### config.mk
export PLATFORM = sky130hd
export DESIGN_NAME = step_pulse_generator
export DESIGN_NICKNAME = d
export VERILOG_FILES = /design/src/rtl/step_pulse_generator.sv
export SDC_FILE = /design/constraint.sdc
export NUM_CORES = 1
export LEC_CHECK = 0
export CAP_MARGIN = 20
export CORE_MARGIN = 2
export CORE_UTILIZATION = 40
export CTS_CLUSTER_DIAMETER = 120
export DETAILED_ROUTE_END_ITERATION = 10
export GPL_ROUTABILITY_DRIVEN = 0
export HOLD_SLACK_MARGIN = 0.1
export PLACE_DENSITY_LB_ADDON = 0.2
export SKIP_CTS_REPAIR_TIMING = 1
export SYNTH_ARGS = -nofsm -noshare
export SYNTH_HDL_FRONTEND = slang
export SYNTH_SLANG_ARGS = --single-unit
### constraint.sdc
create_clock -name clk -period 9.5 [get_ports clk]
set_input_delay 0.95 -clock clk [delete_from_list [all_inputs] [get_ports clk]]
set_output_delay 0.95 -clock clk [all_outputs]
set_load 0.05 [all_outputs]
### src/rtl/step_pulse_generator.sv
// Mode-driven step-pulse source: evenly spaced one-cycle pulses per 1-second window,
// rate chosen by activity mode, with a fixed 144-second hybrid profile.
module step_pulse_generator #(
    parameter int CLK_HZ = 100_000_000
) (
    input  logic       clk,
    input  logic       reset,
    input  logic       start,
    input  logic [1:0] mode,
    output logic       pulse,
    output logic [7:0] rate,
    output logic       sec_tick,
    output logic [7:0] hyb_sec
);
    localparam int CW = $clog2(CLK_HZ);
    localparam int AW = CW + 1;
    localparam int SW = AW + 1;
    localparam logic [SW-1:0] CLK_S    = SW'(CLK_HZ);
    localparam logic [CW-1:0] CYC_LAST = CW'(CLK_HZ - 1);
    localparam logic [1:0]    MODE_HYB = 2'b11;
    localparam logic [7:0]    HYB_MAX  = 8'd145;

    typedef enum logic {S_IDLE = 1'b0, S_RUN = 1'b1} state_t;

    state_t        r_state, w_state_nxt;
    logic [CW-1:0] r_cyc, w_cyc_nxt;
    logic [AW-1:0] r_acc, w_acc_nxt;
    logic [1:0]    r_cur_mode, w_mode_nxt;
    logic [7:0]    r_rate, w_rate_nxt;
    logic [7:0]    r_hyb_sec, w_hyb_nxt;
    logic          r_pulse, w_pulse_nxt;
    logic          r_tick, w_tick_nxt;
    logic [SW-1:0] w_sum, w_sum_nxt;

    function automatic logic [7:0] base_rate(input logic [1:0] m);
        logic [7:0] r;
        case (m)
            2'b00:   r = 8'd32;
            2'b01:   r = 8'd64;
            2'b10:   r = 8'd128;
            default: r = 8'd0;
        endcase
        return r;
    endfunction

    function automatic logic [7:0] hyb_rate(input logic [7:0] s);
        logic [7:0] r;
        case (s)
            8'd1:    r = 8'd20;
            8'd2:    r = 8'd33;
            8'd3:    r = 8'd66;
            8'd4:    r = 8'd27;
            8'd5:    r = 8'd70;
            8'd6:    r = 8'd30;
            8'd7:    r = 8'd19;
            8'd8:    r = 8'd30;
            8'd9:    r = 8'd33;
            default: begin
                if (s >= 8'd10 && s <= 8'd73) begin
                    r = 8'd69;
                end else if (s >= 8'd74 && s <= 8'd79) begin
                    r = 8'd34;
                end else if (s >= 8'd80 && s <= 8'd144) begin
                    r = 8'd124;
                end else begin
                    r = 8'd0;
                end
            end
        endcase
        return r;
    endfunction

    // Next-state logic; pulse/tick are computed one cycle ahead so the registered outputs line up with cyc
    always_comb begin
        w_state_nxt = r_state;
        w_cyc_nxt   = r_cyc;
        w_acc_nxt   = r_acc;
        w_mode_nxt  = r_cur_mode;
        w_rate_nxt  = r_rate;
        w_hyb_nxt   = r_hyb_sec;
        w_sum       = {1'b0, r_acc} + SW'(r_rate);
        w_sum_nxt   = '0;
        w_pulse_nxt = 1'b0;
        w_tick_nxt  = 1'b0;
        case (r_state)
            S_IDLE: begin
                if (start) begin
                    w_state_nxt = S_RUN;
                    w_cyc_nxt   = '0;
                    w_acc_nxt   = '0;
                    w_mode_nxt  = mode;
                    if (mode == MODE_HYB) begin
                        w_hyb_nxt  = 8'd1;
                        w_rate_nxt = hyb_rate(8'd1);
                    end else begin
                        w_hyb_nxt  = 8'd0;
                        w_rate_nxt = base_rate(mode);
                    end
                end else begin
                    w_cyc_nxt  = '0;
                    w_acc_nxt  = '0;
                    w_rate_nxt = 8'd0;
                    w_hyb_nxt  = 8'd0;
                end
            end
            S_RUN: begin
                if (!start) begin
                    w_state_nxt = S_IDLE;
                    w_cyc_nxt   = '0;
                    w_acc_nxt   = '0;
                    w_rate_nxt  = 8'd0;
                    w_hyb_nxt   = 8'd0;
                end else if (r_cyc == CYC_LAST) begin
                    w_cyc_nxt  = '0;
                    w_acc_nxt  = '0;
                    w_mode_nxt = mode;
                    if (mode != MODE_HYB) begin
                        w_hyb_nxt  = 8'd0;
                        w_rate_nxt = base_rate(mode);
                    end else begin
                        if (r_cur_mode != MODE_HYB) begin
                            w_hyb_nxt = 8'd1;
                        end else if (r_hyb_sec >= HYB_MAX) begin
                            w_hyb_nxt = HYB_MAX;
                        end else begin
                            w_hyb_nxt = r_hyb_sec + 8'd1;
                        end
                        w_rate_nxt = hyb_rate(w_hyb_nxt);
                    end
                end else begin
                    w_cyc_nxt = r_cyc + CW'(1);
                    if (w_sum >= CLK_S) begin
                        w_acc_nxt = AW'(w_sum - CLK_S);
                    end else begin
                        w_acc_nxt = AW'(w_sum);
                    end
                end
            end
            default: begin
                w_state_nxt = S_IDLE;
                w_cyc_nxt   = '0;
                w_acc_nxt   = '0;
                w_rate_nxt  = 8'd0;
                w_hyb_nxt   = 8'd0;
            end
        endcase
        if (w_state_nxt == S_RUN) begin
            w_sum_nxt   = {1'b0, w_acc_nxt} + SW'(w_rate_nxt);
            w_pulse_nxt = (w_sum_nxt >= CLK_S);
            w_tick_nxt  = (w_cyc_nxt == CYC_LAST);
        end else begin
            w_sum_nxt   = '0;
            w_pulse_nxt = 1'b0;
            w_tick_nxt  = 1'b0;
        end
    end

    // State and output registers
    always_ff @(posedge clk or posedge reset) begin
        if (reset) begin
            r_state    <= S_IDLE;
            r_cyc      <= '0;
            r_acc      <= '0;
            r_cur_mode <= 2'b00;
            r_rate     <= 8'd0;
            r_hyb_sec  <= 8'd0;
            r_pulse    <= 1'b0;
            r_tick     <= 1'b0;
        end else begin
            r_state    <= w_state_nxt;
            r_cyc      <= w_cyc_nxt;
            r_acc      <= w_acc_nxt;
            r_cur_mode <= w_mode_nxt;
            r_rate     <= w_rate_nxt;
            r_hyb_sec  <= w_hyb_nxt;
            r_pulse    <= w_pulse_nxt;
            r_tick     <= w_tick_nxt;
        end
    end

    assign pulse    = r_pulse;
    assign rate     = r_rate;
    assign sec_tick = r_tick;
    assign hyb_sec  = r_hyb_sec;
endmodule

==> results.sh <==
export IMPL_yosysWarnings=0
export IMPL_clock_tree_root="clkbuf_16"
export IMPL_worst_setup_path_endpoint="pulse"
export IMPL_grt_first_pass_wirelength_mm=27.8
export IMPL_fin_nets=782
export IMPL_criticalPathCategory="reg2reg"
export IMPL_synth_simple_gate_area_share_pct=31.2
export IMPL_timing_critical_path_buf_inv=1
export IMPL_rr_startpoint="hyb_sec[0]"
export IMPL_ir_drop_uv=72.0
export IMPL_finalHoldWorstSlack_ns=0.522
export IMPL_clockBufferDepth=2
export IMPL_finalPower_w=0.000738
export IMPL_antenna_cells_inserted=0
export IMPL_yosysSeqAreaShare_pct=30.2
export IMPL_setup_ws_ns=2.49
export IMPL_reg2reg_depth=28
export IMPL_cpPeakStageDelay_ns=0.58
export IMPL_clk_transition_reported_paths_ns=0.06
export IMPL_synthDistinctLibCells=98
export IMPL_setup_repair_after_global_routing_missed_its_margin="no"
export IMPL_detailed_place_hpwl_mm=12.4
export IMPL_area_delta_synth_final_pct=10.4
export IMPL_worst_pin_slew_ns=0.995
export IMPL_first_global_vias=5551
export IMPL_grt_start_max_net_pins=77
export IMPL_timing_final_hold_violations=0
export IMPL_regToRegEndpoint="pulse"
export IMPL_initial_core_util_pct=41.2
export IMPL_first_pass_iters=6
export IMPL_synth_seq_cells=76
export IMPL_cap_viol_max_count=0
export IMPL_min_delay_path_class="reg2reg"
export IMPL_design_die_area_um2=16700
export IMPL_numPortBuffers=22
export IMPL_fp_coreArea_um2=15300
export IMPL_synth_enable_flop_cells=0
export IMPL_critPathCaptureType="register"
export IMPL_fill_cells=1466
export IMPL_worst_path_dominant_cell_family="simple AND/OR/NAND/NOR gates"
export IMPL_slew_limit_headroom_pct=33.7
export IMPL_wirelength_mm=16.6
export IMPL_route_detailed_drc=0
export IMPL_grtUsageTotal_pct=20.8
export IMPL_cp_startpoint="hyb_sec[0]"
export IMPL_post_synth_instance_area_um2=6290
export IMPL_clock_sinks=76
export IMPL_setup_tns_final_ns=0
export IMPL_detail_route_iter0_violations=438
export IMPL_post_synth_mux_area_share_pct=1.17
export IMPL_p_per_area_nw_per_um2=106
export IMPL_cp_data_arrival_time_ns=7.24
export IMPL_cts_max_level=3
export IMPL_layout_commonest_cell="nor2_1"
export IMPL_post_drt_wl_per_cell_um=17.2
export IMPL_syn_instance_count=747
export IMPL_antenna_found_initial=0
export IMPL_setup_viol_count_final=0
export IMPL_critical_path_slowest_cell="or4b_2"
export IMPL_via_count=5633
export IMPL_die_x_um=129
export IMPL_worstPathRequired_ns=9.74
export IMPL_drive_gt1_share_pct=8.59
export IMPL_syn_mean_instance_area_um2=8.42
export IMPL_die_height_um=129
export IMPL_dp_cells=953
export IMPL_worst_path_max_fanout=15
export IMPL_route_detailed_vias_per_inst=5.82
export IMPL_tritoncts="built"
export IMPL_insertion_delay_ns=0.34
export IMPL_finalMaxSlewViolations=0
export IMPL_period_share_pct=73.8
export IMPL_synth_top_family_by_area="simple AND/OR/NAND/NOR gates"
export IMPL_final_period_minus_worst_setup_slack_ns=7.01
export IMPL_layout_cells_most_common_list="80 x nor2_1, 76 x dfrtp_1, 74 x nand2_1"
export IMPL_cts_buffers_inserted=9
export IMPL_r2r_setup_slack_ns=2.49
export IMPL_synth_main_ff_cell="dfrtp_1"
export IMPL_synthXorXnorAreaFrac_pct=9.41
export IMPL_finClkSkew_ns=0.00638
export IMPL_outcome="complete, no violations"
export IMPL_start_kind="register"
export IMPL_final_cells=968
export IMPL_synth_fa_ha_area_share_pct=5.17
export IMPL_syn_nets=776
export IMPL_timing_critical_path_depth=28
export IMPL_async_reset_ff_share_pct=100
export IMPL_overflow_left_after_global_routing=0
export IMPL_antenna_left=0
export IMPL_synth_compound_area_share_pct=19.0
export IMPL_fmax_mhz=143
export IMPL_p_leak_nw=2.80
export IMPL_ioPinCount=23
export IMPL_fp_row_count=45
export IMPL_worst_slack_at_placement_ns=2.66
[flip-flops by register name (all words and copies together) (netlist names)]
register	count
hyb_sec	8
rate	8
r_cyc	27
r_cur_mode	2
r_acc	28
pulse	1
r_state	1
sec_tick	1
[kinds of logic (layout without fill, tap and decap cells)]
group	Yosys count	in the layout
and+or+nand+nor	356	356
AOI/OAI and AO/OA	164	164
DFF	76	76
xor gates and xnor gates	65	65
buffers and inverters	54	64
adders and majority gates	25	25
muxes	7	7
[power by group]
group | switching [W] | internal, W | total, W
Clock | 0.000125 | 0.000229 | 0.000354
Sequential | 0.00000403 | 0.000328 | 0.000332
Combinational | 0.0000372 | 0.0000150 | 0.0000522
Total | 0.000166 | 0.000571 | 0.000738
[synth_stat cells, types with 7 or more instances]
| library cell | count | area [um^2] |
|---|---|---|
| ha_1 | 22 | 275 |
| nor3_1 | 22 | 110 |
| inv_1 | 24 | 90.1 |
| clkbuf_1 | 17 | 63.8 |
| nor2_1 | 80 | 300 |
| xor2_1 | 25 | 219 |
| nand4_1 | 18 | 113 |
| o211ai_1 | 7 | 52.6 |
| a31oi_1 | 16 | 100 |
| o21ai_0 | 28 | 140 |
| nand3_1 | 39 | 195 |
| nor4_1 | 17 | 106 |
| a211oi_1 | 8 | 60.1 |
| dfrtp_1 | 76 | 1900 |
| a21oi_1 | 29 | 145 |
| a21o_1 | 9 | 67.6 |
| and3_1 | 15 | 93.8 |
| and2_1 | 14 | 87.6 |
| nand2b_1 | 13 | 81.3 |
| nand2_1 | 75 | 282 |
| nor2b_1 | 11 | 68.8 |
| xnor2_1 | 37 | 324 |
[area by class of cell]
type	count	area (um^2)	share of cell area (%)
multi-input cells	617	4150	59.7
flip-flops and latches	76	1900	27.4
well taps	211	264	3.80
clock buffers	13	240	3.46
repair buffers	24	235	3.39
inverters	25	93.8	1.35
clock inverters	2	60.1	0.865
[through the flow]
step / utilization, % / instance area [um^2]
global placement: 43.5 / 6640
finish: 45.5 / 6940
detailed placement: 43.5 / 6640
floorplan: - / 6290
CTS: 45.5 / 6940
global route: 45.5 / 6940
[worst register-to-register path: cells and delay by family, from the launching register on]
family	cells	cell delay, ns
buffers and inverters	1	0.23
adder cells (fa/ha/maj)	2	0.43
flip-flops	1	0.55
AO/OA/AOI/OAI	13	2.78
AND/OR/NAND/NOR	12	2.96
[metal layers]
layer	vias to the layer above	share of wire [%]	GRT usage (%)
li1	2734	-	-
met1	2725	47	28.5
met2	148	46	33.4
met3	26	4.3	2.64
met4	0	2.1	8.25
met5	-	0	0
[how the worst min path moves through the flow]
stage / start / cells past startpoint / endpoint
floorplan: r_cyc[0] / 1 / r_cyc[0]
global placement: r_cur_mode[0] / 1 / r_cur_mode[0]
detailed placement: r_cyc[0] / 1 / r_cyc[0]
CTS: r_cyc[0] / 1 / r_cyc[0]
global route: r_cyc[0] / 1 / r_cyc[0]
finish: r_cyc[0] / 1 / r_cyc[0]
Note: power is estimated with default switching activity, not from simulation.
